### config.mk
export PLATFORM = sky130hd
export DESIGN_NAME = fir_frame_ctrl
export DESIGN_NICKNAME = d
export VERILOG_FILES = /design/src/rtl/fir_ctrl_pkg.sv /design/src/rtl/sync_fifo.sv /design/src/rtl/fir_frame_ctrl.sv
export SDC_FILE = /design/constraint.sdc
export NUM_CORES = 1
export LEC_CHECK = 0
export ABC_AREA = 1
export CAP_MARGIN = 0
export CORE_MARGIN = 2
export CORE_UTILIZATION = 45
export DETAILED_ROUTE_END_ITERATION = 7
export PLACE_DENSITY = 0.65
export SETUP_SLACK_MARGIN = 0.05
export SYNTH_ARGS = -nofsm -noshare
export SYNTH_HDL_FRONTEND = slang
export SYNTH_HIERARCHICAL = 1
export SYNTH_SLANG_ARGS = --single-unit
### constraint.sdc
create_clock -name clk -period 2.7 [get_ports clk]
set_input_delay 0.54 -clock clk [delete_from_list [all_inputs] [get_ports clk]]
set_output_delay 0.54 -clock clk [all_outputs]
set_load 0.005 [all_outputs]
### src/rtl/fir_ctrl_pkg.sv
// ============================================================================
// Module      : fir_ctrl_pkg
// Description : Shared state encoding and sizing constants for fir_frame_ctrl.
// Revision    : 1.0 - initial release
// ============================================================================
`default_nettype none

package fir_ctrl_pkg;

    localparam int DW        = 8;
    localparam int DEPTH     = 64;
    localparam int TAPS      = 9;
    localparam int FIR_LAT   = 6;
    localparam int FLUSH_LEN = TAPS - 1;

    typedef enum logic [1:0] {
        ST_LOAD   = 2'd0,
        ST_STREAM = 2'd1,
        ST_FLUSH  = 2'd2
    } state_t;

endpackage

`default_nettype wire

### src/rtl/sync_fifo.sv
// ============================================================================
// Module      : sync_fifo
// Description : Single-clock FIFO with synchronous reset and occupancy count.
// Revision    : 1.0 - initial release
// ============================================================================
`default_nettype none

module sync_fifo #(
    parameter int DW    = 8,
    parameter int DEPTH = 64,
    localparam int AW   = (DEPTH > 1) ? $clog2(DEPTH) : 1,
    localparam int CW   = $clog2(DEPTH + 1)
) (
    input  logic          clk,
    input  logic          rst,
    input  logic          i_push,
    input  logic [DW-1:0] i_data,
    input  logic          i_pop,
    output logic [DW-1:0] o_data,
    output logic          o_full,
    output logic          o_empty,
    output logic [CW-1:0] o_count
);

    logic [DW-1:0] r_mem [DEPTH];
    logic [AW-1:0] r_wr_ptr;
    logic [AW-1:0] r_rd_ptr;
    logic [CW-1:0] r_count;
    logic          w_push_ok;
    logic          w_pop_ok;

    function automatic logic [AW-1:0] next_ptr(input logic [AW-1:0] p);
        return (p == AW'(DEPTH - 1)) ? '0 : p + 1'b1;
    endfunction

    assign o_full    = (r_count == CW'(DEPTH));
    assign o_empty   = (r_count == '0);
    assign o_count   = r_count;
    assign o_data    = r_mem[r_rd_ptr];
    assign w_push_ok = i_push && !o_full;
    assign w_pop_ok  = i_pop && !o_empty;

    // Storage carries no reset; validity is tracked by the pointers and count.
    always_ff @(posedge clk) begin
        if (w_push_ok) begin
            r_mem[r_wr_ptr] <= i_data;
        end
    end

    always_ff @(posedge clk) begin
        if (rst) begin
            r_wr_ptr <= '0;
            r_rd_ptr <= '0;
            r_count  <= '0;
        end else begin
            if (w_push_ok) begin
                r_wr_ptr <= next_ptr(r_wr_ptr);
            end
            if (w_pop_ok) begin
                r_rd_ptr <= next_ptr(r_rd_ptr);
            end
            case ({w_push_ok, w_pop_ok})
                2'b10:   r_count <= r_count + 1'b1;
                2'b01:   r_count <= r_count - 1'b1;
                default: r_count <= r_count;
            endcase
        end
    end

endmodule

`default_nettype wire

### src/rtl/fir_frame_ctrl.sv
// ============================================================================
// Module      : fir_frame_ctrl
// Description : Buffers a frame, streams it plus a zero flush into the FIR,
//               and tags the FIR output with valid/last.
// Revision    : 1.0 - initial release
// ============================================================================
`default_nettype none

module fir_frame_ctrl #(
    parameter int DW      = fir_ctrl_pkg::DW,
    parameter int DEPTH   = fir_ctrl_pkg::DEPTH,
    parameter int TAPS    = fir_ctrl_pkg::TAPS,
    parameter int FIR_LAT = fir_ctrl_pkg::FIR_LAT
) (
    input  logic          clk,
    input  logic          rst,
    input  logic          s_valid,
    output logic          s_ready,
    input  logic [DW-1:0] s_data,
    input  logic          s_last,
    output logic          fir_rst_n,
    output logic [DW-1:0] fir_data_in,
    input  logic [DW-1:0] fir_data_out,
    output logic          m_valid,
    output logic [DW-1:0] m_data,
    output logic          m_last,
    output logic          busy,
    output logic          err_ovf
);

    import fir_ctrl_pkg::*;

    localparam int PCW     = $clog2(DEPTH + 1);
    localparam int FCW     = $clog2(TAPS);
    localparam int FLUSH_N = TAPS - 1;

    state_t             r_state;
    state_t             w_state_nxt;
    logic [PCW-1:0]     r_pop_cnt;
    logic [FCW-1:0]     r_flush_cnt;
    logic [DW-1:0]      r_fir_data_in;
    logic               r_fir_rst_n;
    logic               r_tag_vld;
    logic               r_tag_last;
    logic [FIR_LAT-1:0] r_vld_pipe;
    logic [FIR_LAT-1:0] r_last_pipe;
    logic               r_err_ovf;

    logic               w_push;
    logic               w_pop;
    logic               w_cut;
    logic               w_frame_end;
    logic               w_tag_vld;
    logic               w_tag_last;
    logic [DW-1:0]      w_feed;
    logic [DW-1:0]      w_fifo_data;
    logic               w_full;
    logic               w_empty;
    logic [PCW-1:0]     w_count;

    sync_fifo #(
        .DW    (DW),
        .DEPTH (DEPTH)
    ) u_fifo (
        .clk     (clk),
        .rst     (rst),
        .i_push  (w_push),
        .i_data  (s_data),
        .i_pop   (w_pop),
        .o_data  (w_fifo_data),
        .o_full  (w_full),
        .o_empty (w_empty),
        .o_count (w_count)
    );

    assign s_ready     = !rst && (r_state == ST_LOAD) && !w_full;
    assign w_push      = s_valid && s_ready;
    // A transfer that fills the buffer without s_last ends the frame early.
    assign w_cut       = w_push && !s_last && (w_count == PCW'(DEPTH - 1));
    assign w_frame_end = w_push && (s_last || (w_count == PCW'(DEPTH - 1)));
    assign w_pop       = (r_state == ST_STREAM) && !w_empty;

    always_comb begin
        w_state_nxt = r_state;
        w_tag_vld   = 1'b0;
        w_tag_last  = 1'b0;
        w_feed      = '0;
        case (r_state)
            ST_LOAD: begin
                if (w_frame_end) begin
                    w_state_nxt = ST_STREAM;
                end
            end
            ST_STREAM: begin
                w_tag_vld = w_pop;
                w_feed    = w_pop ? w_fifo_data : '0;
                if (w_pop && (r_pop_cnt == PCW'(1))) begin
                    w_state_nxt = ST_FLUSH;
                end
            end
            ST_FLUSH: begin
                w_tag_vld = 1'b1;
                if (r_flush_cnt == FCW'(1)) begin
                    w_tag_last  = 1'b1;
                    w_state_nxt = ST_LOAD;
                end
            end
            default: begin
                w_state_nxt = ST_LOAD;
            end
        endcase
    end

    always_ff @(posedge clk) begin
        if (rst) begin
            r_state       <= ST_LOAD;
            r_pop_cnt     <= '0;
            r_flush_cnt   <= '0;
            r_fir_data_in <= '0;
            r_fir_rst_n   <= 1'b0;
            r_tag_vld     <= 1'b0;
            r_tag_last    <= 1'b0;
            r_vld_pipe    <= '0;
            r_last_pipe   <= '0;
            r_err_ovf     <= 1'b0;
        end else begin
            r_state       <= w_state_nxt;
            r_fir_data_in <= w_feed;
            r_fir_rst_n   <= 1'b1;
            r_tag_vld     <= w_tag_vld;
            r_tag_last    <= w_tag_last;
            r_vld_pipe    <= {r_vld_pipe[FIR_LAT-2:0], r_tag_vld};
            r_last_pipe   <= {r_last_pipe[FIR_LAT-2:0], r_tag_last};
            if (w_cut) begin
                r_err_ovf <= 1'b1;
            end
            // The frame-ending push lands this same edge, so the length is count+1.
            if ((r_state == ST_LOAD) && w_frame_end) begin
                r_pop_cnt <= w_count + 1'b1;
            end else if (w_pop) begin
                r_pop_cnt <= r_pop_cnt - 1'b1;
            end
            if ((r_state == ST_STREAM) && (w_state_nxt == ST_FLUSH)) begin
                r_flush_cnt <= FCW'(FLUSH_N);
            end else if (r_state == ST_FLUSH) begin
                r_flush_cnt <= r_flush_cnt - 1'b1;
            end
        end
    end

    assign fir_rst_n   = r_fir_rst_n;
    assign fir_data_in = r_fir_data_in;
    assign m_valid     = r_vld_pipe[FIR_LAT-1];
    assign m_last      = r_last_pipe[FIR_LAT-1];
    assign m_data      = fir_data_out;
    assign busy        = (r_state != ST_LOAD) || r_tag_vld || (|r_vld_pipe);
    assign err_ovf     = r_err_ovf;

endmodule

`default_nettype wire
==> results of run 1 <==
## logic make-up after synthesis
logic type,after synthesis,synth area share [%]
adders and majority gates,14,0.730
xor gates and xnor gates,16,0.584
and+or+nand+nor,1343,23.9
DFF,574,69.2
AOI/OAI and AO/OA,56,1.24
buffers and inverters,216,4.32
## synthesized netlist by cell type
cell / count
nor4_1: 3
buf_4: 20
a31oi_1: 1
xor2_1: 10
nand2_2: 5
o21ai_0: 18
buf_2: 66
nor2_1: 118
nand3_1: 458
edfxtp_1: 512
nand3_2: 1
o21bai_1: 1
clkinv_4: 1
or2_2: 1
o211ai_1: 1
nor3_1: 4
buf_1: 9
a211oi_2: 1
nand3_4: 1
xnor2_1: 6
clkbuf_1: 22
dfxtp_1: 62
nand2_1: 734
nor3_2: 2
inv_4: 1
inv_1: 85
nand4_4: 1
nand4_1: 8
buf_6: 8
o21ai_1: 3
nor2_4: 1
nand2_4: 1
a21oi_1: 30
ha_1: 14
nand3b_1: 2
nor2_2: 3
inv_2: 4
o21ai_2: 1
## worst max path at each step
stage / start / endpoint / slack, ns / depth (start not counted)
2_1_floorplan: u_fifo/o_count[2] / u_fifo/o_count[4] / 0.07 / 20
3_3_place_gp: rst / u_fifo/o_count[4] / -0.19 / 17
3_5_place_dp: rst / u_fifo/o_count[4] / -0.19 / 17
4_1_cts: u_fifo/o_count[0] / s_ready / 0.05 / 8
5_1_grt: u_fifo/o_count[0] / u_fifo/o_count[6] / -0.007 / 20
6_report: r_state[1] / s_ready / 0.12 / 6
## report_power, final
part / switching [W] / internal (W) / total (W)
sequential: 0.0000624 / 0.00972 / 0.00979
clock: 0.00333 / 0.00483 / 0.00815
combinational: 0.00111 / 0.000559 / 0.00167
total: 0.00450 / 0.0151 / 0.0196
## sequential cells by signal (all words and copies together), names as in the netlist, named ones only
register,flops
u_fifo/r_mem,512
fir_data_in,8
r_pop_cnt,7
u_fifo/o_count,7
r_last_pipe,6
r_vld_pipe,6
u_fifo/r_rd_ptr,6
u_fifo/r_wr_ptr,6
r_flush_cnt,4
r_state,2
err_ovf,1
fir_rst_n,1
r_tag_last,1
r_tag_vld,1
## tightest hold or removal path, delay by kind of cell (launching register included)
kind / cells / cell delay, ns
simple gates: 1 / 0.03
buf+inv: 1 / 0.04
flops: 1 / 0.30
## what timing repair did
item / CTS / global route
setup buffers: 1 / 2
gates resized for setup: 6 / 18
endpoints found under the setup margin: 1 / 6
pin swaps: 1 / 3
## layer usage
layer	vias to the layer above	global-route usage, %
met1	7865	28.9
li1	7774	-
met4	0	7.02
met5	-	0
met2	620	33.7
met3	104	3.27
## layout make-up
cell class                 instances  area share, %
inverter                          91           1.29
timing repair buffer             158           5.27
multi-input combinational       1429           23.2
clock inverter                    39           1.65
tap                              688           3.11
clock buffer                      68           5.41
sequential                       574           60.0
## metrics by stage
stage	instances	instance area [um2]
floorplan	2219	24000
global placement	2937	25600
detailed placement	2937	25600
CTS	3045	27600
global route	3047	27700
finish	3047	27700
## cells in the final DEF (no fill, tap or decap), types with 3 or more instances in the layout
| cell | n |
|---|---|
| nor2_2 | 3 |
| inv_2 | 9 |
| bufinv_16 | 9 |
| nand3_1 | 457 |
| buf_2 | 8 |
| clkdlybuf4s50_1 | 17 |
| clkinv_2 | 14 |
| dfxtp_2 | 4 |
| ha_1 | 11 |
| nand2_1 | 732 |
| o21ai_0 | 16 |
| inv_1 | 78 |
| o21ai_1 | 5 |
| xor2_1 | 10 |
| clkbuf_1 | 8 |
| clkbuf_8 | 3 |
| buf_4 | 113 |
| clkinvlp_4 | 3 |
| a21oi_1 | 29 |
| clkbuf_16 | 57 |
| nor2_4 | 3 |
| edfxtp_1 | 512 |
| clkinv_1 | 9 |
| dfxtp_1 | 56 |
| nor3_1 | 4 |
| nand2_2 | 6 |
| nand4_1 | 8 |
| buf_12 | 20 |
| xnor2_1 | 5 |
| nor4_1 | 3 |
| nor2_1 | 116 |
==> summary.txt, run 1 <==
Die
  – Die area: 0.0552 mm2
  – Die Span Y: around 230 um
  – Effective utilization at floorplan: 45.6%
  – Core ar.: 0.0527 mm2
  – Die X: 235 um
  – Row Count: 84
  – I/O Pins: 42

Hold path
  – Hold Path Origin: r_tag_last
  – Worst hold path class: reg2reg
  – Hold path endpoint: r_last_pipe[0]
  – Worst Hold Depth: 2

Setup path
  – Crit path buffers/inverters: 4
  – Crit end category: primary output
  – Crit-path max FO: 4
  – Setup CP Type: reg2out
  – Critical Path RT: 2.16 ns
  – Most frequent CP cell: inv_1
  – Top delay family on crit path: buffers and inverters
  – Crit-path cells: inv_1, ha_4, nand3_4, buf_4, inv_1, clkdlybuf4s50_1
  – Critical path's slowest cell: clkdlybuf4s50_1
  – RR Endpoint: u_fifo/o_count[4]
  – RR Startpoint: u_fifo/o_count[0]
  – Reg2Reg Depth: 19
  – CP Launch Type: register
  – R2R Setup Slk: approximately 0.15 ns
  – Crit path largest cell delay: just under 0.5 ns
  – Worst path arrival time: 2.04 ns

Logic synthesis
  – Syn_nets: around 2,300
  – Syn. warnings: 6
  – Post-synth top area cell: edfxtp_1
  – Top cell type's share of synthesized area: 64.0%
  – Syn Inst Count: 2,219
  – Syn Area/Cell: ~11 um2
  – Distinct cells, synth: 38
  – Post-Syn Area: between 0.02 and 0.025 mm2
  – Synth Register Bits: 574
  – Area contributors post-synth: edfxtp_1 64%, nand2_1 11%, nand3_1 9.5%, dfxtp_1 5.2%, nor2_1 1.8%
  – Post-synthesis sequential area ratio: 69.2%

Clock network
  – Htree depth: 2
  – Clock latency on the worst-skew pair: between 0.6 and 0.7 ns
  – CTS buffer count: between 50 and 60
  – Clock-pin slew on the worst setup and hold paths: 0.06 ns
  – CTS max path bufs: 3
  – TritonCTS clock tree: yes
  – Post-CTS Hold Buffers: 0
  – Clk sinks: approximately 570
  – Clk root buf: clkbuf_16

Global routing
  – Initial antenna violation count: 0
  – First-pass GRT wire length: roughly 90 mm
  – Largest net degree at the start of global routing: roughly 110
  – Gr usage total: around a fifth
  – GR Overflow Total: 0
  – Number of global-route vias before repair: 15,800

Drt
  – Detail Route met2 WL: 27.3 mm
  – Via-to-Cell Ratio: 5.37
  – Number of DRC markers in iteration 0: approximately 1,500
  – Top sig layer: met4
  – Wire per inst: 19.0 um
  – WL met3: 4.06 mm
  – Total iterations of the first detailed-routing run: 5
  – WL met1: 25.0 mm
  – Routed Wire Length: just under 60 mm
  – Post-DRT Antenna Nets: 0
  – DRC errors left: 0
  – Vias: ~16,000

Timing
  – Slew Viols, Final: 0
  – Max Freq: 388 MHz
  – Post-route setup TNS: 0 ns
  – RSZ-0062 raised after global routing: yes
  – Hold_ws: around 0.41 ns
  – Setup ws final: 0.121 ns
  – Min Tclk post-route: 2.58 ns
  – Setup violators final: 0
  – Worst slew pin tran: between 0.8 and 0.9 ns
  – Rel. slew slack: a little under half
  – Final period util: a little over nine tenths
  – Final Hold Viols: 0
  – Fin Clk Skew: approximately 0.038 ns

Placement
  – Pre-CTS WS: -0.187 ns
  – IO Port Bufs: 25
  – Dpl hpwl: 34.2 mm
  – Final GP Congestion: a little under 0.9

Pwr
  – Final Power: approximately 0.02 W
  – Leakage power: around 10 nW
  – Peak VDD IR: 0.000505 V
  – Pwr/cell area: 708 mW/mm2

Cells and area
  – Sequential Area: 0.0166 mm2
  – Final design utilization: between 50% and 60%
  – Layout net count: 2,345
  – Area grow syn2layout: 15.4%
  – Fillers: approximately 4,500
  – Area occupied by multi-input gates: 0.00644 mm2
  – Layout cells sized above 1: between 10% and 20%
  – Antenna cell count: 0

Outcome
  – Status: completed

Run
  – Max-cap check violation count: 0
Power figures use the tool's default switching activity.
==> inputs of run 2 (changes only) <==
--- a/config.mk
+++ b/config.mk
@@ -11,7 +11,7 @@
 export CORE_UTILIZATION = 45
 export DETAILED_ROUTE_END_ITERATION = 7
 export PLACE_DENSITY = 0.65
-export SETUP_SLACK_MARGIN = 0.05
+export SETUP_SLACK_MARGIN = 0.1
 export SYNTH_ARGS = -nofsm -noshare
 export SYNTH_HDL_FRONTEND = slang
 export SYNTH_HIERARCHICAL = 1
==> run 2 against run 1 <==
  * Sequential power about the same
  * First-iteration DRC count up 15%
  * Highest routed layer unchanged
  * Non-clock buffer count down 5
  * Clock power up 0.9%
  * Via count down 0.23%
==> summary.txt, run 2 (synthesis results as in run 1) <==
Outcome
  – Status: completed

Global routing
  – Grt met2 use: 34.3%
  – Layer with the highest usage: met2
  – GR Overflow Total: 0
  – Global-route met3 utilization: 3.29%
  – Initial antenna violation count: 0
  – Number of global-route vias before repair: between 15,000 and 20,000
  – Largest net degree at the start of global routing: about 140
  – First-pass GRT wire length: about 90 mm
  – Gr usage total: 20.8%
  – GRT met1 Usage: between 20% and 30%

Clock network
  – Htree depth: 2
  – Clock latency on the worst-skew pair: 0.64 ns
  – Post-CTS Hold Buffers: 0
  – CTS buffer count: 58
  – Clk root buf: clkbuf_16
  – TritonCTS clock tree: yes
  – Clock-pin slew on the worst setup and hold paths: around 0.060 ns
  – Clk sinks: ~570
  – CTS max path bufs: 3

Setup path
  – Crit-path max FO: 4
  – CP Launch Type: register
  – Critical Path RT: between 3 and 4 ns
  – Crit-path cells: inv_1, nand3_4, buf_6, nor3_4, inv_2, nand2_4, inv_2, inv_2, nor2_4, ha_4, xnor2_2, inv_1, ha_2, o21bai_4, buf_4, xnor2_1, o21ai_1, inv_1
  – Worst path arrival time: between 2 and 3 ns
  – Crit path largest cell delay: 0.32 ns
  – RR Startpoint: u_fifo/o_count[2]
  – Setup CP Type: reg2reg
  – Critical path's slowest cell: dfxtp_2
  – Crit end category: register
  – Worst Setup SP: u_fifo/o_count[2]

Cells and area
  – Non-Filler Instances: around 3,000
  – Most common cell after layout, fill and taps aside: nand2_1
  – Area grow syn2layout: 15.3%
  – Fillers: 4,515
  – Top reg by flops: u_fifo/r_mem
  – Layout net count: between 2,000 and 2,500
  – Most frequent cells in the layout: 733 x nand2_1, 512 x edfxtp_1, 457 x nand3_1
  – Layout cells sized above 1: approximately an eighth
  – Sequential Area: 0.0166 mm2
  – Area occupied by multi-input gates: 0.00645 mm2
  – Max reg flops: 512

Die
  – Row Count: 84
  – Die area: 0.0552 mm2
  – Core ar.: 0.0527 mm2
  – Effective utilization at floorplan: a little under half
  – Die Span Y: around 230 um
  – I/O Pins: 42
  – Die X: around 230 um

Timing
  – Slew Viols, Final: 0
  – RSZ-0062 raised after global routing: yes
  – Setup violators final: 0
  – Final Hold Viols: 0
  – Final period util: 91.4%
  – Fin Clk Skew: approximately 0.046 ns
  – Min Tclk post-route: approximately 2.5 ns
  – Worst slew pin tran: 0.788 ns
  – Setup ws final: roughly 0.23 ns
  – Rel. slew slack: ~47%
  – Max Freq: between 400 and 500 MHz

Placement
  – Dpl hpwl: 34.6 mm
  – Pre-CTS WS: -0.180 ns
  – Final GP Congestion: ~0.85
  – Placed Cells: about 2,900
  – IO Port Bufs: 25

Pwr
  – Leakage power: approximately 10 nW
  – Pwr/cell area: between 700 and 800 mW/mm2
  – Peak VDD IR: roughly 0.00056 V

Drt
  – Total iterations of the first detailed-routing run: 5
  – Via-to-Cell Ratio: 5.36
  – DRC errors left: 0
  – Number of DRC markers in iteration 0: approximately 1,700
  – Routed Wire Length: around 58 mm
  – Post-DRT Antenna Nets: 0
  – Wire per inst: ~19 um
  – Vias: roughly 16,000

Run
  – Max-cap check violation count: 0

Hold path
  – Worst hold path class: in2reg
  – Hold Path Origin: s_data[0]
==> run 2: cell count changes in the layout (fill, tap and decap cells not counted), moves of 2 or more <==
cell	change
clkbuf_16	+2
clkbuf_8	+2
bufinv_16	-2
clkinv_1	-6
buf_12	-3
buf_4	-3
clkbuf_1	+5
==> run 2: worst paths after layout <==
path | to | slack (ns) | cells after the start
max | u_fifo/o_count[2] | 0.23 | 18
min | u_fifo/r_mem[52][0] | 0.31 | 1
max reg2reg | u_fifo/o_count[2] | 0.23 | 18
min reg2reg | r_last_pipe[0] | 0.40 | 2
==> run 2: stage by stage <==
stage | TNS (ns) | cell area, um2 | util [%] | hold slack (ns) | total power [W]
2_1_floorplan | 0 | 24100 | - | 0.388 | 0.0110
3_3_place_gp | -0.702 | 25600 | 48.7 | 0.398 | 0.0116
3_5_place_dp | -0.902 | 25600 | 48.7 | 0.399 | 0.0116
4_1_cts | 0 | 27600 | 52.4 | 0.271 | 0.0198
5_1_grt | 0 | 27700 | 52.5 | 0.299 | 0.0204
6_report | 0 | 27700 | 52.6 | 0.307 | 0.0197
==> run 2: layer usage <==
metal / share of wire (%) / vias up
met5: 0 / -
met4: 2.6 / 0
met3: 7.2 / 100
met1: 42 / 7892
li1: - / 7772
met2: 48 / 561
==> run 2: report_power, final <==
part | switching (W) | internal (W) | leakage (nW) | total, W
logic | 0.00116 | 0.000555 | 4.20 | 0.00171
registers | 0.0000412 | 0.00972 | 5.11 | 0.00976
clock network | 0.00337 | 0.00485 | 0.976 | 0.00822
==> run 2: final cells by class <==
cell class | instances | share of cell area, %
multi-input cells | 1429 | 23.3
repair buffers | 153 | 5.01
flip-flops and latches | 574 | 60.1
inverters | 91 | 1.29
clock inverters | 33 | 1.42
diodes | 1 | 0.00904
clock buffers | 77 | 5.76
well taps | 688 | 3.11
==> run 2: critical path: cells and delay by family, from the launching register on <==
family | cells | cell delay, ns
AO/OA/AOI/OAI | 2 | 0.31
AND/OR/NAND/NOR | 4 | 0.42
flip-flops | 1 | 0.32
adder cells (fa/ha/maj) | 2 | 0.32
buffers and inverters | 8 | 0.68
XOR/XNOR | 2 | 0.28
==> run 2: what timing repair did <==
action / CTS / global route
hold endpoints to repair: 0 / 0
gates resized for setup: 2 / 12
endpoints found under the setup margin: 1 / 7
buffers inserted: 1 / 1
pin swaps: 2 / 5
